`src/rtl/sa_fifo_ctrl_rws_32x16.sv`:
```
// sa_fifo_ctrl_rws_32x16: valid/ready FIFO controller for an external 32x16
// two-port RAM with a registered read address (1-cycle read latency).
// A 2-entry skid buffer behind the RAM read port hides that latency, so one
// push and one pop can both complete every cycle.
// Optional macro SA_FIFO_CTRL_WATERMARK_EN adds wm_clr / wm_lvl, a registered
// high-watermark of fifo_count.
module sa_fifo_ctrl_rws_32x16 #(
  parameter int unsigned DW    = 16,
  parameter int unsigned AW    = 5,
  parameter int unsigned DEPTH = 32
) (
  input  logic          clk,
  input  logic          reset_,
  input  logic          wr_pvld,
  output logic          wr_prdy,
  input  logic [DW-1:0] wr_pd,
  output logic          rd_pvld,
  input  logic          rd_prdy,
  output logic [DW-1:0] rd_pd,
  output logic          ram_we,
  output logic [AW-1:0] ram_wa,
  output logic [DW-1:0] ram_di,
  output logic          ram_re,
  output logic [AW-1:0] ram_ra,
  input  logic [DW-1:0] ram_dout,
  input  logic [31:0]   pwrbus_ram_pd,
  output logic [31:0]   ram_pwrbus_ram_pd,
`ifdef SA_FIFO_CTRL_WATERMARK_EN
  input  logic          wm_clr,
  output logic [5:0]    wm_lvl,
`endif
  output logic [5:0]    fifo_count
);

  localparam int unsigned CW = 6;

  logic [AW-1:0] wr_ptr;
  logic [AW-1:0] rd_ptr;
  logic [CW-1:0] ram_cnt;
  logic [CW-1:0] ram_cnt_nxt;
  logic          inflight;
  logic [DW-1:0] skid0;
  logic [DW-1:0] skid1;
  logic [DW-1:0] skid0_nxt;
  logic [DW-1:0] skid1_nxt;
  logic [1:0]    skid_cnt;
  logic [1:0]    skid_cnt_nxt;
  logic          push;
  logic          pop;
  logic          issue;
  logic [2:0]    occ_after_pop;

  // Handshakes and read-issue decision
  assign push          = wr_pvld & wr_prdy;
  assign pop           = rd_pvld & rd_prdy;
  assign occ_after_pop = 3'(skid_cnt) + 3'(inflight) - 3'(pop);
  // Issue only while the skid buffer is guaranteed a free slot for the capture
  assign issue         = (ram_cnt != '0) && (occ_after_pop <= 3'd1);

  // RAM port drive and power-bus pass-through
  assign ram_we            = push;
  assign ram_wa            = wr_ptr;
  assign ram_di            = wr_pd;
  assign ram_re            = issue;
  assign ram_ra            = rd_ptr;
  assign ram_pwrbus_ram_pd = pwrbus_ram_pd;
  assign rd_pd             = skid0;

  // Occupancy of the RAM after this cycle's push/issue
  always_comb begin
    ram_cnt_nxt = ram_cnt;
    case ({push, issue})
      2'b10:   ram_cnt_nxt = ram_cnt + CW'(1);
      2'b01:   ram_cnt_nxt = ram_cnt - CW'(1);
      default: ram_cnt_nxt = ram_cnt;
    endcase
  end

  // Skid buffer next state: pop shifts the queue, capture appends at the tail
  always_comb begin
    skid0_nxt    = skid0;
    skid1_nxt    = skid1;
    skid_cnt_nxt = skid_cnt - 2'(pop) + 2'(inflight);
    if (pop) begin
      skid0_nxt = skid1;
    end
    if (inflight) begin
      if (skid_cnt == 2'(pop)) begin
        skid0_nxt = ram_dout;
      end else begin
        skid1_nxt = ram_dout;
      end
    end
  end

  // Pointer, occupancy and handshake-flag registers
  always_ff @(posedge clk or negedge reset_) begin
    if (!reset_) begin
      wr_ptr     <= '0;
      rd_ptr     <= '0;
      ram_cnt    <= '0;
      inflight   <= 1'b0;
      wr_prdy    <= 1'b0;
      fifo_count <= '0;
    end else begin
      if (push) begin
        wr_ptr <= wr_ptr + AW'(1);
      end
      if (issue) begin
        rd_ptr <= rd_ptr + AW'(1);
      end
      ram_cnt    <= ram_cnt_nxt;
      inflight   <= issue;
      wr_prdy    <= (ram_cnt_nxt < CW'(DEPTH));
      fifo_count <= fifo_count + CW'(push) - CW'(pop);
    end
  end

  // Skid buffer storage and output-valid flag
  always_ff @(posedge clk or negedge reset_) begin
    if (!reset_) begin
      skid0    <= '0;
      skid1    <= '0;
      skid_cnt <= '0;
      rd_pvld  <= 1'b0;
    end else begin
      skid0    <= skid0_nxt;
      skid1    <= skid1_nxt;
      skid_cnt <= skid_cnt_nxt;
      rd_pvld  <= (skid_cnt_nxt != 2'd0);
    end
  end

`ifdef SA_FIFO_CTRL_WATERMARK_EN
  // High-watermark of fifo_count; clear reloads the current level
  always_ff @(posedge clk or negedge reset_) begin
    if (!reset_) begin
      wm_lvl <= '0;
    end else if (wm_clr) begin
      wm_lvl <= fifo_count;
    end else if (fifo_count > wm_lvl) begin
      wm_lvl <= fifo_count;
    end
  end
`endif

endmodule

```
`config.mk`:
```
export PLATFORM = sky130hd
export DESIGN_NAME = sa_fifo_ctrl_rws_32x16
export DESIGN_NICKNAME = d
export VERILOG_FILES = /design/src/rtl/sa_fifo_ctrl_rws_32x16.sv
export SDC_FILE = /design/constraint.sdc
export NUM_CORES = 1
export LEC_CHECK = 0
export BUFFER_PORTS_ARGS = -buffer_cell sky130_fd_sc_hd__buf_2
export CAP_MARGIN = 20
export CELL_PAD_IN_SITES_DETAIL_PLACEMENT = 1
export CELL_PAD_IN_SITES_GLOBAL_PLACEMENT = 2
export CORE_ASPECT_RATIO = 1.5
export CORE_MARGIN = 5
export CORE_UTILIZATION = 25
export DETAILED_ROUTE_END_ITERATION = 10
export GPL_TIMING_DRIVEN = 0
export PLACE_DENSITY_LB_ADDON = 0.1
export REMOVE_ABC_BUFFERS = 1
export SLEW_MARGIN = 20
export SYNTH_ARGS = -nofsm -noshare
export SYNTH_HDL_FRONTEND = slang
export SYNTH_SLANG_ARGS = --single-unit
```
`constraint.sdc`:
```
create_clock -name clk -period 4.1 [get_ports clk]
set_clock_uncertainty 0.2 [all_clocks]
set_input_delay 0.615 -clock clk [delete_from_list [all_inputs] [get_ports clk]]
set_output_delay 0.615 -clock clk [all_outputs]
set_load 0.1 [all_outputs]
```
=== After elaboration in Yosys (flattened, before gate mapping) ===
Cells that the tools add are included.

* Output and inout port bits: 84
* Register bits: 59
* Word-level logic and storage cells: 36

* Multiplexer cells: 4
* Reduce and logical (&&, ||, !) cells: 4
* Bitwise logic cells: 3
* Magnitude comparators: 2
* Eq/ne operators: 3
* Add/subtract/negate cells: 10

{| class="wikitable"
|+ Operators with widths
! cell !! count
|-
| $mux W16 || 3
|-
| $pmux W6 S2 || 1
|-
| $add A5 B1 Y5 const B || 2
|-
| $add A6 B1 Y6 || 1
|-
| $add A6 B1 Y6 const B || 1
|-
| $lt A6 B6 Y1 const B || 1
|-
| $reduce_bool A6 Y1 || 1
|-
| $sub A6 B1 Y6 || 1
|-
| $sub A6 B1 Y6 const B || 1
|-
| $add A2 B1 Y3 || 1
|-
| $le A3 B1 Y1 const B || 1
|-
| $sub A3 B1 Y3 || 1
|-
| $add A2 B1 Y2 || 1
|-
| $and A1 B1 Y1 || 2
|-
| $eq A2 B1 Y1 || 1
|-
| $eq A2 B1 Y1 const B || 1
|-
| $eq A2 B2 Y1 const B || 1
|-
| $reduce_and A2 Y1 || 1
|-
| $reduce_bool A2 Y1 || 1
|-
| $sub A2 B1 Y2 || 1
|-
| $logic_and A1 B1 Y1 || 1
|-
| $not A1 Y1 || 1
|}

=== Logic depth before layout (Yosys ltp) ===
* Depth in word-level cells: 7
* Mapped depth: 13

=== Worst setup path before layout ===
No wires, ideal clock.

* Kind: register to register
* Start point: register rd_pvld
* End point: register wr_prdy
* Buffers on the path: 0
* Period minus slack after synthesis: 5.741 ns
* Data arrival time: 5.414 ns
* Library setup time: 0.127 ns
* Cell stages (with the launch flop): 14
* Setup slack: -1.641 ns
* Cell sequence: dfrtp_1 and3b_1 or2_1 ha_1 inv_1 fa_1 xor2_1 a211oi_2 ha_1 ha_1 a211oi_1 or2_2 o2111ai_1 or2_2

* Cells in the longest elaborated chain, start to end: 7

{| class="wikitable"
|+ Ends and longest elaborated chain
! element !! RTL line !! RTL
|-
| from (decl) || 17 || <nowiki>output logic rd_pvld,</nowiki>
|-
| from (signal assigned) || 130 || <nowiki>rd_pvld <= (skid_cnt_nxt != 2'd0);</nowiki>
|-
| $and A1 B1 Y1 * || 55 || <nowiki>assign pop = rd_pvld & rd_prdy;</nowiki>
|-
| $sub A3 B1 Y3 * || 56 || <nowiki>assign occ_after_pop = 3'(skid_cnt) + 3'(inflight) - 3'(pop);</nowiki>
|-
| $le A3 B1 Y1 * || 58 || <nowiki>assign issue = (ram_cnt != '0) && (occ_after_pop <= 3'd1);</nowiki>
|-
| $logic_and A1 B1 Y1 * || 58 ||
|-
| via ram_re || 23 || <nowiki>output logic ram_re,</nowiki>
|-
| $eq A2 B1 Y1 / $eq A2 B2 Y1 (equally long branches) || 72 || <nowiki>case ({push, issue})</nowiki>
|-
| $pmux W6 S2 * || 72 ||
|-
| $lt A6 B6 Y1 * || 114 || <nowiki>wr_prdy <= (ram_cnt_nxt < CW'(DEPTH));</nowiki>
|-
| to (signal assigned) || 114 ||
|-
| to (decl) || 15 || <nowiki>output logic wr_prdy,</nowiki>
|}

Mark *: on every way through the listed nets, which the timed path passes. The rest lies on a longest branch.
A chain may end at the register's enable or synchronous reset.

=== Worst setup path after layout ===
* Start point: register rd_pvld
* End point: output ram_re

* Cells in the longest elaborated chain, start to end: 4

{| class="wikitable"
|+ Ends and longest elaborated chain
! element !! RTL line !! RTL
|-
| $and A1 B1 Y1 || 55 ||
|-
| $sub A3 B1 Y3 || 56 ||
|-
| via occ_after_pop[1] || 51 || <nowiki>logic [2:0] occ_after_pop;</nowiki>
|-
| $le A3 B1 Y1 || 58 ||
|-
| $logic_and A1 B1 Y1 || 58 ||
|-
| to (decl) || 23 ||
|}

The timed path passes the listed nets, and every way through them passes these cells.

==> results.md <==
* Worst slew pin tran at 644 ps
* Total count of max-transition violations in the final report at 0
* Worst R2R End: wr_prdy$_DFF_PN0_
* Endpoint of the worst setup timing path: ram_re
* Vertical die dimension at 147 um
* Detailed router's first-iteration violation count at between 50 and 60
* Worst Path Required at 3280 ps
* Port Buf Inserts at between 50 and 60
* Max_slew headroom at 0.569
* Startpoint type of the worst setup path: flop
* Final sum of negative setup slack at 0 ps
* Startpoint-to-endpoint class of the critical path: reg2out
* Status: completed
* Weighted congestion reported at the end of routability-driven placement at 0.716
* Drt drc at 0
* WP data arrival at 2970 ps
* Overall die area at approximately 15000 um2
* Number of nets in the layout at between 300 and 400
* Global-route congestion overflow total at 0
* Count of cells along the worst register-to-register path at 13
* Post-synthesis instance total at 281
* P&R area growth vs syn at 16.7%
* Clock buffers created by TritonCTS at 9
* Post-synthesis instance area at 3150 um2
* Number of maximum-capacitance constraint violations at 0
* Via Count at 2049
* Sink Count at 59
* Initial antenna violation count at 0
* Reg-to-reg slack, setup at about 330 ps
* Vias per std cell at 4.46
* Most area-hungry cell type in the Yosys netlist: sky130_fd_sc_hd__dfrtp_1
* Later-pin clock latency in the skew report at ~320 ps
* Cell area after layout at between 3000 and 4000 um2
* Synthesized flop and latch total at 59
* First-pass GRT wire length at between 10 and 15 mm
* CP max FO at 7
* Site row count at 50
* Via count of the first global-routing pass at 2197
* Number of failing hold endpoints at the final stage at 0
* Drt first pass iters at 4
* CTS root buffer: sky130_fd_sc_hd__clkbuf_16
* Largest net degree at the start of global routing at 51
* Sort of element at the end of the critical path: output port
* CTS tree: done
* Setup violation total in the final timing report at 0
* Share of the yosys chip area belonging to registers at 0.469
* Number of levels in the clock H-tree at 3
* Number of fillers in the final layout at 1389
* Number of synthesized flops with an enable pin at 0
* Worst min path class: reg2reg
* Min-delay src: ram_wa[4]$_DFFE_PN0P_
* N_diodes at 0
* Final Routed Wirelength at 9.51 mm
* Overall fraction of global-route tracks in use at 0.132
* Main synth FF type: sky130_fd_sc_hd__dfrtp_1
* Initial Util at 0.253
* Portion of the clock cycle consumed by the worst path in the final layout at 0.924
* Final routed wire length divided by cell count at 20.7 um
* Fraction of post-synthesis cell area in the top cell type by area at 0.469
* Async SR Flop Fraction at 1.00
* Antenna-violating nets left at 0
* Buffer depth of the longest clock path at 2
* Clock transition at the registers of the reported paths at 50 ps
* Placeable Area at about 12000 um2
* Start of the worst register-to-register path: rd_pvld$_DFF_PN0_
* Fraction of layout cells with a size suffix above 1 at 0.307
* Half-perimeter wire length after placement at 7.20 mm
* Mean instance size in the synthesized netlist at 11.2 um2
* DP Area at 3290 um2
* Unrepaired setup endpoints after global routing: false
* Synth warnings at 0
* Number of top-level design ports at 152
* Cell types with the largest area share after synthesis: sky130_fd_sc_hd__dfrtp_1 47%, sky130_fd_sc_hd__buf_4 11%, sky130_fd_sc_hd__ha_1 5.2%
* Worst setup path startpoint: rd_pvld$_DFF_PN0_
* Number of different library cells in the post-synthesis netlist at 35
* Clock period minus final worst setup slack at 3790 ps
* DIE WIDTH at just over 100 um
* Top achievable clock speed at approximately 260 MHz
## worst max-delay path, stage by stage, from the launching register on
cell,delay (ps)
sky130_fd_sc_hd__dfrtp_1,410
sky130_fd_sc_hd__a21boi_1,300
sky130_fd_sc_hd__or2_1,220
sky130_fd_sc_hd__ha_1,160
sky130_fd_sc_hd__inv_1,50
sky130_fd_sc_hd__fa_1,490
sky130_fd_sc_hd__inv_1,80
sky130_fd_sc_hd__a211oi_4,280
sky130_fd_sc_hd__buf_4,210
sky130_fd_sc_hd__buf_2,440
## worst min path at each step
stage                                  endpoint  slack [ps]  cells after the start
after floorplan                       async pin         120                      0
after global placement    ram_wa[4]$_DFFE_PN0P_         260                      1
after detailed placement  ram_wa[4]$_DFFE_PN0P_         260                      1
after CTS                 ram_wa[4]$_DFFE_PN0P_         270                      1
after global routing      ram_wa[4]$_DFFE_PN0P_         280                      1
final                     ram_wa[4]$_DFFE_PN0P_         270                      1
## cell usage after synthesis (all sizes together) (4+ instances only)
| master | instances |
|---|---|
| inv | 12 |
| dfrtp | 59 |
| or2 | 4 |
| xnor2 | 13 |
| ha | 13 |
| xor2 | 5 |
| mux2 | 19 |
| nor2 | 4 |
| o21ai | 21 |
| nand4 | 4 |
| a21oi | 5 |
| nand2 | 28 |
| mux2i | 16 |
| buf | 51 |
## placed cells by master, fill, tap and decap left out, types with 2 or more instances in the layout
cell type | synthesis | routed
sky130_fd_sc_hd__o211ai_1 | 3 | 3
sky130_fd_sc_hd__bufinv_16 | 0 | 3
sky130_fd_sc_hd__xnor2_1 | 13 | 13
sky130_fd_sc_hd__buf_6 | 1 | 2
sky130_fd_sc_hd__a21o_1 | 3 | 3
sky130_fd_sc_hd__mux2i_1 | 16 | 16
sky130_fd_sc_hd__buf_2 | 2 | 54
sky130_fd_sc_hd__o2111ai_1 | 2 | 2
sky130_fd_sc_hd__mux2_1 | 10 | 10
sky130_fd_sc_hd__o21ai_0 | 18 | 18
sky130_fd_sc_hd__nor2b_1 | 3 | 3
sky130_fd_sc_hd__dfrtp_1 | 59 | 59
sky130_fd_sc_hd__nand2b_1 | 2 | 2
sky130_fd_sc_hd__o21ai_1 | 2 | 2
sky130_fd_sc_hd__nand2_1 | 28 | 27
sky130_fd_sc_hd__ha_1 | 13 | 12
sky130_fd_sc_hd__nand4_1 | 4 | 4
sky130_fd_sc_hd__or2_2 | 3 | 3
sky130_fd_sc_hd__clkbuf_16 | 0 | 9
sky130_fd_sc_hd__a21oi_1 | 5 | 5
sky130_fd_sc_hd__clkinv_2 | 0 | 2
sky130_fd_sc_hd__inv_1 | 12 | 12
sky130_fd_sc_hd__nor2_1 | 4 | 4
sky130_fd_sc_hd__mux2_2 | 9 | 9
sky130_fd_sc_hd__buf_4 | 48 | 2
sky130_fd_sc_hd__xor2_1 | 5 | 5
sky130_fd_sc_hd__fa_1 | 3 | 3
## stage by stage
stage	util	setup slack (ps)	instances	hold slack [ps]
6_report	0.295	312	459	268
5_1_grt	0.295	95.7	459	282
4_1_cts	0.294	98.6	459	273
3_5_place_dp	0.264	-847	441	262
3_3_place_gp	0.259	-694	438	259
2_1_floorplan	-	-1640	227	119
## flip-flops by register name, summed over array words and instances (netlist names), named ones only
signal / cells
rd_pd: 16
skid1: 16
fifo_count: 6
ram_cnt: 5
ram_ra: 5
ram_wa: 5
skid_cnt: 2
inflight: 1
rd_pvld: 1
wr_prdy: 1
## metal layers
layer,up-vias,GRT usage,share of wire,wire [um]
met5,-,0.0594,0.0097,92
met4,4,0.0519,0.016,153
met3,16,0.0930,0.14,1290
met2,111,0.168,0.42,4000
met1,985,0.166,0.42,3970
li1,933,-,-,-
## layout make-up
type / instances / area (um2) / share of cell area
well taps: 156 / 195 / 0.0531
multi-input cells: 156 / 1270 / 0.345
inverters: 12 / 45.0 / 0.0123
repair buffers: 60 / 345 / 0.0940
flip-flops and latches: 59 / 1480 / 0.402
clock inverters: 5 / 100 / 0.0272
clock buffers: 11 / 243 / 0.0661
## what timing repair did
action | in CTS | in global routing
hold endpoints to repair | 9 | 0
pin swaps | 1 | 0
hold buffers | 1 | 0
setup endpoints to repair | 5 | 1
resized for setup | 3 | 2
setup buffers | 1 | 0
## kinds of logic after synthesis
family / synth area share
buffers and inverters: 0.139
DFF: 0.469
and+or+nand+nor: 0.0763
AOI/OAI and AO/OA: 0.0756
muxes: 0.119
xor gates and xnor gates: 0.0501
adders and majority gates: 0.0708
Power is not shown: default switching activity piles up to over one toggle a cycle in this logic, so the estimate is an artifact.
